===== config.mk =====
export PLATFORM = sky130hd
export DESIGN_NAME = if_id_stage
export DESIGN_NICKNAME = d
export VERILOG_FILES = /design/src/rtl/if_id_stage.sv
export SDC_FILE = /design/constraint.sdc
export NUM_CORES = 1
export LEC_CHECK = 0
export ABC_CLOCK_PERIOD_IN_PS = 2100
export BUFFER_PORTS_ARGS = -buffer_cell sky130_fd_sc_hd__clkbuf_2
export CAP_MARGIN = 5
export CELL_PAD_IN_SITES_DETAIL_PLACEMENT = 1
export CELL_PAD_IN_SITES_GLOBAL_PLACEMENT = 1
export CORE_ASPECT_RATIO = 1.2
export CORE_MARGIN = 5
export CORE_UTILIZATION = 36
export DETAILED_ROUTE_END_ITERATION = 8
export GPL_ROUTABILITY_DRIVEN = 0
export PLACE_DENSITY_LB_ADDON = 0.1
export SYNTH_ARGS = -nofsm -noshare
export SYNTH_HDL_FRONTEND = slang
export SYNTH_SLANG_ARGS = --single-unit

===== constraint.sdc =====
create_clock -name clk -period 2.1 [get_ports clk]
set_input_delay 0.21 -clock clk [delete_from_list [all_inputs] [get_ports clk]]
set_output_delay 0.21 -clock clk [all_outputs]
set_load 0.03 [all_outputs]

===== src/rtl/if_id_stage.sv =====
// IF/ID pipeline stage: 2-entry skid buffer between fetch and decode, with
// combinational field decode of the head entry. Empty or reset presents a NOP.
module if_id_stage #(
  parameter int unsigned XLEN      = 32,
  parameter int unsigned PC_W      = 32,
  parameter logic [31:0] NOP_INSTR = 32'h0000_0013
) (
  input  logic            clk,
  input  logic            rst,
  input  logic            if_valid,
  output logic            if_ready,
  input  logic [PC_W-1:0] if_pc,
  input  logic [31:0]     if_instr,
  input  logic            flush,
  output logic            id_valid,
  input  logic            id_ready,
  output logic [PC_W-1:0] id_pc,
  output logic [31:0]     id_instr,
  output logic [6:0]      id_opcode,
  output logic [4:0]      id_rd,
  output logic [4:0]      id_rs1,
  output logic [4:0]      id_rs2,
  output logic [2:0]      id_funct3,
  output logic [6:0]      id_funct7,
  output logic [XLEN-1:0] id_imm,
  output logic [2:0]      id_fmt,
  output logic            id_rs1_used,
  output logic            id_rs2_used,
  output logic            id_rd_wr,
  output logic            id_illegal
);

  typedef enum logic [2:0] {
    FmtR   = 3'd0,
    FmtI   = 3'd1,
    FmtS   = 3'd2,
    FmtB   = 3'd3,
    FmtU   = 3'd4,
    FmtJ   = 3'd5,
    FmtIll = 3'd7
  } fmt_e;

  logic            main_valid_q, main_valid_d;
  logic [PC_W-1:0] main_pc_q, main_pc_d;
  logic [31:0]     main_instr_q, main_instr_d;
  logic            skid_valid_q, skid_valid_d;
  logic [PC_W-1:0] skid_pc_q, skid_pc_d;
  logic [31:0]     skid_instr_q, skid_instr_d;

  logic accept;
  logic pop;

  // Ready depends only on registered skid occupancy, never on id_ready.
  assign if_ready = !skid_valid_q;
  assign id_valid = main_valid_q;
  assign id_pc    = main_pc_q;
  assign accept   = if_valid && if_ready;
  assign pop      = main_valid_q && id_ready;

  // Next-state: FIFO order, skid drains into main before new input is taken.
  always_comb begin
    main_valid_d = main_valid_q;
    main_pc_d    = main_pc_q;
    main_instr_d = main_instr_q;
    skid_valid_d = skid_valid_q;
    skid_pc_d    = skid_pc_q;
    skid_instr_d = skid_instr_q;
    if (flush) begin
      main_valid_d = 1'b0;
      skid_valid_d = 1'b0;
    end else if (!main_valid_q || pop) begin
      if (skid_valid_q) begin
        main_valid_d = 1'b1;
        main_pc_d    = skid_pc_q;
        main_instr_d = skid_instr_q;
        skid_valid_d = 1'b0;
      end else begin
        main_valid_d = accept;
        if (accept) begin
          main_pc_d    = if_pc;
          main_instr_d = if_instr;
        end
      end
    end else if (accept) begin
      // Main stays occupied and skid is empty (if_ready implies it).
      skid_valid_d = 1'b1;
      skid_pc_d    = if_pc;
      skid_instr_d = if_instr;
    end
  end

  // State registers with synchronous reset to an empty NOP-holding stage.
  always_ff @(posedge clk) begin
    if (rst) begin
      main_valid_q <= 1'b0;
      main_pc_q    <= '0;
      main_instr_q <= NOP_INSTR;
      skid_valid_q <= 1'b0;
      skid_pc_q    <= '0;
      skid_instr_q <= NOP_INSTR;
    end else begin
      main_valid_q <= main_valid_d;
      main_pc_q    <= main_pc_d;
      main_instr_q <= main_instr_d;
      skid_valid_q <= skid_valid_d;
      skid_pc_q    <= skid_pc_d;
      skid_instr_q <= skid_instr_d;
    end
  end

  logic [31:0] instr;
  fmt_e        fmt;
  logic [31:0] imm32;

  // Decode of the head entry; an empty stage decodes as NOP.
  always_comb begin
    instr       = main_valid_q ? main_instr_q : NOP_INSTR;
    fmt         = FmtIll;
    id_rs1_used = 1'b0;
    id_rs2_used = 1'b0;
    id_rd_wr    = 1'b0;
    imm32       = '0;
    unique case (instr[6:0])
      7'b0110011: fmt = FmtR;
      7'b0010011, 7'b0000011, 7'b1100111, 7'b1110011: fmt = FmtI;
      7'b0100011: fmt = FmtS;
      7'b1100011: fmt = FmtB;
      7'b0110111, 7'b0010111: fmt = FmtU;
      7'b1101111: fmt = FmtJ;
      default: fmt = FmtIll;
    endcase
    // Every legal opcode already has [1:0]==2'b11; the check is kept explicit.
    if (instr[1:0] != 2'b11) fmt = FmtIll;
    unique case (fmt)
      FmtR: begin
        id_rs1_used = 1'b1;
        id_rs2_used = 1'b1;
        id_rd_wr    = 1'b1;
      end
      FmtI: begin
        id_rs1_used = 1'b1;
        id_rd_wr    = 1'b1;
        imm32       = {{20{instr[31]}}, instr[31:20]};
      end
      FmtS: begin
        id_rs1_used = 1'b1;
        id_rs2_used = 1'b1;
        imm32       = {{20{instr[31]}}, instr[31:25], instr[11:7]};
      end
      FmtB: begin
        id_rs1_used = 1'b1;
        id_rs2_used = 1'b1;
        imm32       = {{19{instr[31]}}, instr[31], instr[7], instr[30:25], instr[11:8], 1'b0};
      end
      FmtU: begin
        id_rd_wr = 1'b1;
        imm32    = {instr[31:12], 12'b0};
      end
      FmtJ: begin
        id_rd_wr = 1'b1;
        imm32    = {{11{instr[31]}}, instr[31], instr[19:12], instr[20], instr[30:21], 1'b0};
      end
      default: ;
    endcase
  end

  // Field gating: unused fields read as 0 so ID never sees stale register numbers.
  always_comb begin
    id_instr   = instr;
    id_opcode  = instr[6:0];
    id_fmt     = fmt;
    id_illegal = (fmt == FmtIll);
    id_rd      = id_rd_wr ? instr[11:7] : 5'd0;
    id_rs1     = id_rs1_used ? instr[19:15] : 5'd0;
    id_rs2     = id_rs2_used ? instr[24:20] : 5'd0;
    id_funct3  = (fmt == FmtR || fmt == FmtI || fmt == FmtS || fmt == FmtB) ?
                 instr[14:12] : 3'd0;
    id_funct7  = (fmt == FmtR) ? instr[31:25] : 7'd0;
    id_imm     = XLEN'($signed(imm32));
  end

endmodule


### Word level (Yosys, flattened, before mapping)

Index checks and enable logic that the tools add are counted.

| operators by class | value |
|---|---|
| eq/ne operators | 17 |
| multiplexer cells | 17 |
| bitwise operators | 2 |
| reduce and logical (&&, ||, !) cells | 19 |

Operator list:

| operator | count |
|---|---|
| $mux 32 | 5 |
| $pmux 32 s5 | 1 |
| $eq 7x7->1 const B | 4 |
| $eq 7x6->1 const B | 3 |
| $pmux 3 s6 | 1 |
| $mux 5 | 3 |
| $eq 7x5->1 const B | 2 |
| $reduce_or 4->1 | 3 |
| $eq 3x3->1 const B | 3 |
| $eq 7x2->1 const B | 1 |
| $mux 7 | 1 |
| $eq 3x2->1 const B | 2 |
| $mux 3 | 2 |
| $reduce_and 3->1 | 2 |
| $reduce_or 3->1 | 2 |
| $logic_or 1x1->1 | 4 |
| $mux 1 | 4 |
| $reduce_or 2->1 | 2 |
| $eq 3x1->1 const B | 1 |
| $logic_not 3->1 | 1 |
| $logic_and 1x1->1 | 2 |
| $logic_not 1->1 | 2 |
| $ne 2x2->1 const B | 1 |
| $not 1->1 | 2 |
| $reduce_bool 2->1 | 1 |

| word-level totals | value |
|---|---|
| register bits after elaboration | 130 |
| bits of input ports | 69 |
| output and inout bits | 137 |
| word-level logic and storage cells | 61 |

### Logic depth before layout (Yosys ltp)

| depth | value |
|---|---|
| depth after elaboration | 10 |
| gate-level depth with buffers | 8 |
| mapped depth without buffers | 6 |

### Worst setup path after synthesis

Ideal clock, no wire load.

| path | value |
|---|---|
| path kind | register to output |
| from | reg main_valid_q, in the netlist id_valid |
| to | out id_imm[11] |
| data arrival time | 2.207 ns |
| data required time | 1.890 ns |
| setup slack | -0.317 ns |
| cell stages (with the launch flop) | 6 |
| path buffers | 0 |
| cell sequence | dfxtp_1 > nand2b_1 > nand2b_1 > a21oi_2 > o21ai_2 > o311ai_1 |

| between the ends | value |
|---|---|
| longest elaborated chain between the ends | 7 |
| elaborated cells on any way between the ends | 22 |
| classes of those cells | eq/ne (16); mux (4); reduce/logical (2) |

Ends and longest elaborated chain:

| element | RTL line | source |
|---|---|---|
| from (decl) | 43 | `logic main_valid_q, main_valid_d;` |
| from (signal assigned) | 102 | `main_valid_q <= main_valid_d;` |
| $mux 32 (*) | 117 | `instr = main_valid_q ? main_instr_q : NOP_INSTR;` |
| named net id_instr[4] | 18 | `output logic [31:0] id_instr,` |
| $eq 7x5->1, or another cell as far along | 123 | `unique case (instr[6:0])` |
| $reduce_or 4->1 or $reduce_or 2->1 (tied branches) | 123 |  |
| $pmux 3 s6 (*) | 123 |  |
| $mux 3 (*) | 133 | `if (instr[1:0] != 2'b11) fmt = FmtIll;` |
| $eq 3x3->1, or another cell as far along | 134 | `unique case (fmt)` |
| $pmux 32 s5 (*) | 134 |  |
| to (decl) | 25 | `output logic [XLEN-1:0] id_imm,` |

The timed path passes the listed nets; every way through them passes the cells marked *.

### Worst setup path after layout

| path | value |
|---|---|
| from | reg main_instr_q[2] |
| to | out id_imm[23] |

| between the ends | value |
|---|---|
| longest elaborated chain between the ends | 7 |
| elaborated cells on any way between the ends | 21 |
| classes of those cells | eq/ne (15); mux (4); reduce/logical (2) |

Ends and longest elaborated chain:

| element | RTL line | source |
|---|---|---|
| from (decl) | 45 | `logic [31:0] main_instr_q, main_instr_d;` |
| from (signal assigned) | 104 | `main_instr_q <= main_instr_d;` |
| $mux 32 (*) | 117 |  |
| $eq 7x5->1, or another cell as far along | 123 |  |
| $reduce_or 4->1 or $reduce_or 2->1 (tied branches) | 123 |  |
| $pmux 3 s6 (*) | 123 |  |
| $mux 3 (*) | 133 |  |
| $eq 3x3->1, or another cell as far along | 134 |  |
| $pmux 32 s5 (*) | 134 |  |

Every way passes the cells marked *; elsewhere a longest branch is shown, timed or not.

==> flow_summary.toml <==
[run_status]
run_status = "finished with violations"
failing_checks = "negative setup slack"

[grt]
grt_overflow_total = 0
grt_antenna_before_repair = 1
first_global_vias = 6413
grt_start_max_net_pins = 101
track_usage_pct = 20.6
grt_pass1_wl_um = 32800

[logic_synthesis]
asyncSetResetFlopFracSynth_pct = 0
synth_edf_count = 0
leading_area_contributor_after_synthesis = "dfxtp_1"
number_of_standard_cells_after_synthesis = 754
synthTopCellsByCount = "nand2_1 (159), dfxtp_1 (130), nor2_1 (98)"
syn-cell-area_um2 = 6060
synth.yosys.seq_area_share_pct = 43.0
synthesis.yosys.warnings = 0
synth.top_cells.by_area = "dfxtp_1 (43%), mux2i_1 (11%), nand2_1 (9.9%), a211oi_1 (7.7%), nor2_1 (6.1%)"
mappedNetlistNets = 823
ys_types = 47
synth_top_area_share_pct = 43.0
ys_ff_latch = 130
synth.most_common_cell = "nand2_1"
synthFlopType = "dfxtp_1"
synth_area_per_cell_um2 = 8.03

[power]
peakVddDrop_uv = 498
power_report.internal_total_w = 0.00477
power_frac_comb_pct = 13.2
p_per_area_nw_per_um2 = 741
post-layout-total-power_w = 0.00652
power_frac_seq_pct = 40.3
netSwitchingFraction_pct = 26.9
p_clk_share_pct = 46.5
power_switching_w = 0.00175
leakage_power_figure_nw = 3.63

[route]
dr.first_iter.drc_count = 160
routed_wl_um = 21800
drt-wirelength-per-cell_um = 18.4
antenna_violating_nets_post_route = 0
vias_per_cell = 5.13
routed_vias = 6105
drc = 0
detail_route.first_pass.iterations = 4

[floorplan]
number_of_i_o_pins = 206
design.core.area_um2 = 16700
die_height_um = 152
std_cell_rows = 52
dieArea_um2 = 19500
floorplan.initialDensity_pct = 36.2
dieWidth_um = 128

[clock_tree]
number_of_buffers_created_by_cts = 17
cts-root-buf = "clkbuf_16"
tritoncts = "yes"
max-clock-path-buffers = 2
clock_sink_count = 130
clock_pin_slew_on_the_worst_setup_and_hold_paths_ps = 60
hold_fix_buffers_cts = 0
clock_tree.htree_level_count = 4
worstSkewPairLatency_ps = 410

[sta]
clock.fmax_mhz = 389
report.final.hold_viol_count = 0
timing.final.crit_share_pct = 122
setup_ws_ps = -468
grt_setup_unrepaired = "yes"
fin_tns_setup_ps = -15570
worst_clock_skew_ps = 10.1
min_period_ps = 2570
finalSetupViolCount = 50
worst_margin_slew_ps = 608
worst_slew_margin_rel_pct = 59.5
finalMaxSlewViolations = 0

[setup_path]
setup.worst_path.start_class = "register"
worst_flop_to_flop_path_startpoint = "id_valid$_SDFFE_PP0P_"
critPathCaptureType = "primary output"
worstReg2RegEnd = "main_instr_q[18]$_SDFFE_PP0P_"
reg2reg_setup_slack_ps = 110
criticalPathCategory = "reg2out"
critical_path_arrival_ps = 2360
worstRegToRegCells = 7
critical_path_peak_fanout = 11
worstPathRequired_ps = 1890

[placed_design]
pre_cts_ws_ps = -84.3
numPortBuffers = 205
half_perimeter_wire_length_of_the_detailed_placement_result_um = 14500
post-place-cells = 1141

[worst_hold_path]
hp-class = "in2reg"
worst_min_path_start = "if_instr[26]"
hold-path-cell-count = 3
hold_end = "skid_instr_q[26]$_SDFFE_PP0P_"

[layout]
fin_nets = 1028
area_growth_syn_to_layout_pct = 45.2
final_standard_cell_count_with_taps_included_and_fillers_excluded = 1189
n_fill_cell = 1997
drive_gt1_share_pct = 37.6

[job]
max_cap_viol_count = 0
## metrics by stage
step                cell area [um2]  hold slack [ps]  util (%)
finish                         8800             25.4      52.6
global route                   8800             17.5      52.6
CTS                            8550             2.94      51.2
detailed placement             7440              448      44.5
global placement               7440              441      44.5
floorplan                      6140              281         -
## area by class of cell
cell class | instances | area, um2 | share of cell area [%]
Inverter | 30 | 123 | 1.39
Tap cell | 216 | 270 | 3.07
Antenna cell | 1 | 2.50 | 0.0284
Sequential cell | 130 | 2630 | 29.9
Timing Repair Buffer | 252 | 1850 | 21.0
Multi-Input combinational cell | 527 | 3310 | 37.6
Timing Repair inverter | 1 | 11.3 | 0.128
Clock buffer | 17 | 425 | 4.84
Clock inverter | 15 | 183 | 2.08
## worst max-delay path, stage by stage (launching register included)
cell and delay [ps]:
dfxtp_4 370, and4bb_4 390, a31oi_4 110, a311o_4 420, o221ai_4 230, buf_12 170
o21ai_1 70, buf_4 180
## registers in the layout, summed over array words and instances (netlist names)
| register | flops |
|---|---|
| id_valid | 1 |
| id_pc | 32 |
| skid_valid_q | 1 |
| skid_instr_q | 32 |
| skid_pc_q | 32 |
| main_instr_q | 32 |
## how the worst max path moves through the flow
stage	from	to	cells after the start
finish	main_instr_q[2]$_SDFFE_PP0P_	id_imm[23]	7
global route	main_instr_q[2]$_SDFFE_PP0P_	id_imm[23]	7
CTS	main_instr_q[2]$_SDFFE_PP0P_	id_imm[23]	7
detailed placement	main_instr_q[0]$_SDFFE_PP1P_	id_imm[23]	7
global placement	main_instr_q[6]$_SDFFE_PP0P_	id_imm[23]	7
floorplan	main_instr_q[5]$_SDFFE_PP0P_	id_funct3[0]	7
## power by group through the flow
stage	combinational [W]	clock (W)	sequential (W)
floorplan	0.000396	0	0.00275
global placement	0.000724	0	0.00267
detailed placement	0.000747	0	0.00268
CTS	0.000807	0.00310	0.00263
global route	0.000929	0.00321	0.00264
finish	0.000861	0.00303	0.00263
## cells in the final DEF (no fill, tap or decap), types with 16 or more instances in the layout
cell type and instances:
inv_1 26, nand2_1 157, clkbuf_16 18, dfxtp_1 121, mux2i_1 65, clkbuf_8 16
clkbuf_2 160, buf_4 35, a21oi_1 61, buf_6 17, nor2_1 86, a211oi_1 62
## kinds of logic after synthesis
logic type                share of synthesized area (%)
DFF                                                43.0
AOI/OAI and AO/OA                                  18.4
xor gates and xnor gates                          0.145
and+or+nand+nor                                    20.0
muxes                                              10.7
buffers and inverters                              7.75
## per-layer routing
metal  GRT usage [%]  wire [um]  up-vias
met1            22.9       8530     2943
met5               0          0        -
met3            5.34       1420       35
li1                -          -     2943
met4            8.85        580        0
met2            36.7      11300      184
## what timing repair did
item                       CTS  global route
pin swaps                    3            12
resized for setup          119            62
cloned                       1             1
setup buffers                6            10
setup endpoints to repair   58            52
Note: power is estimated with default switching activity, not from simulation.
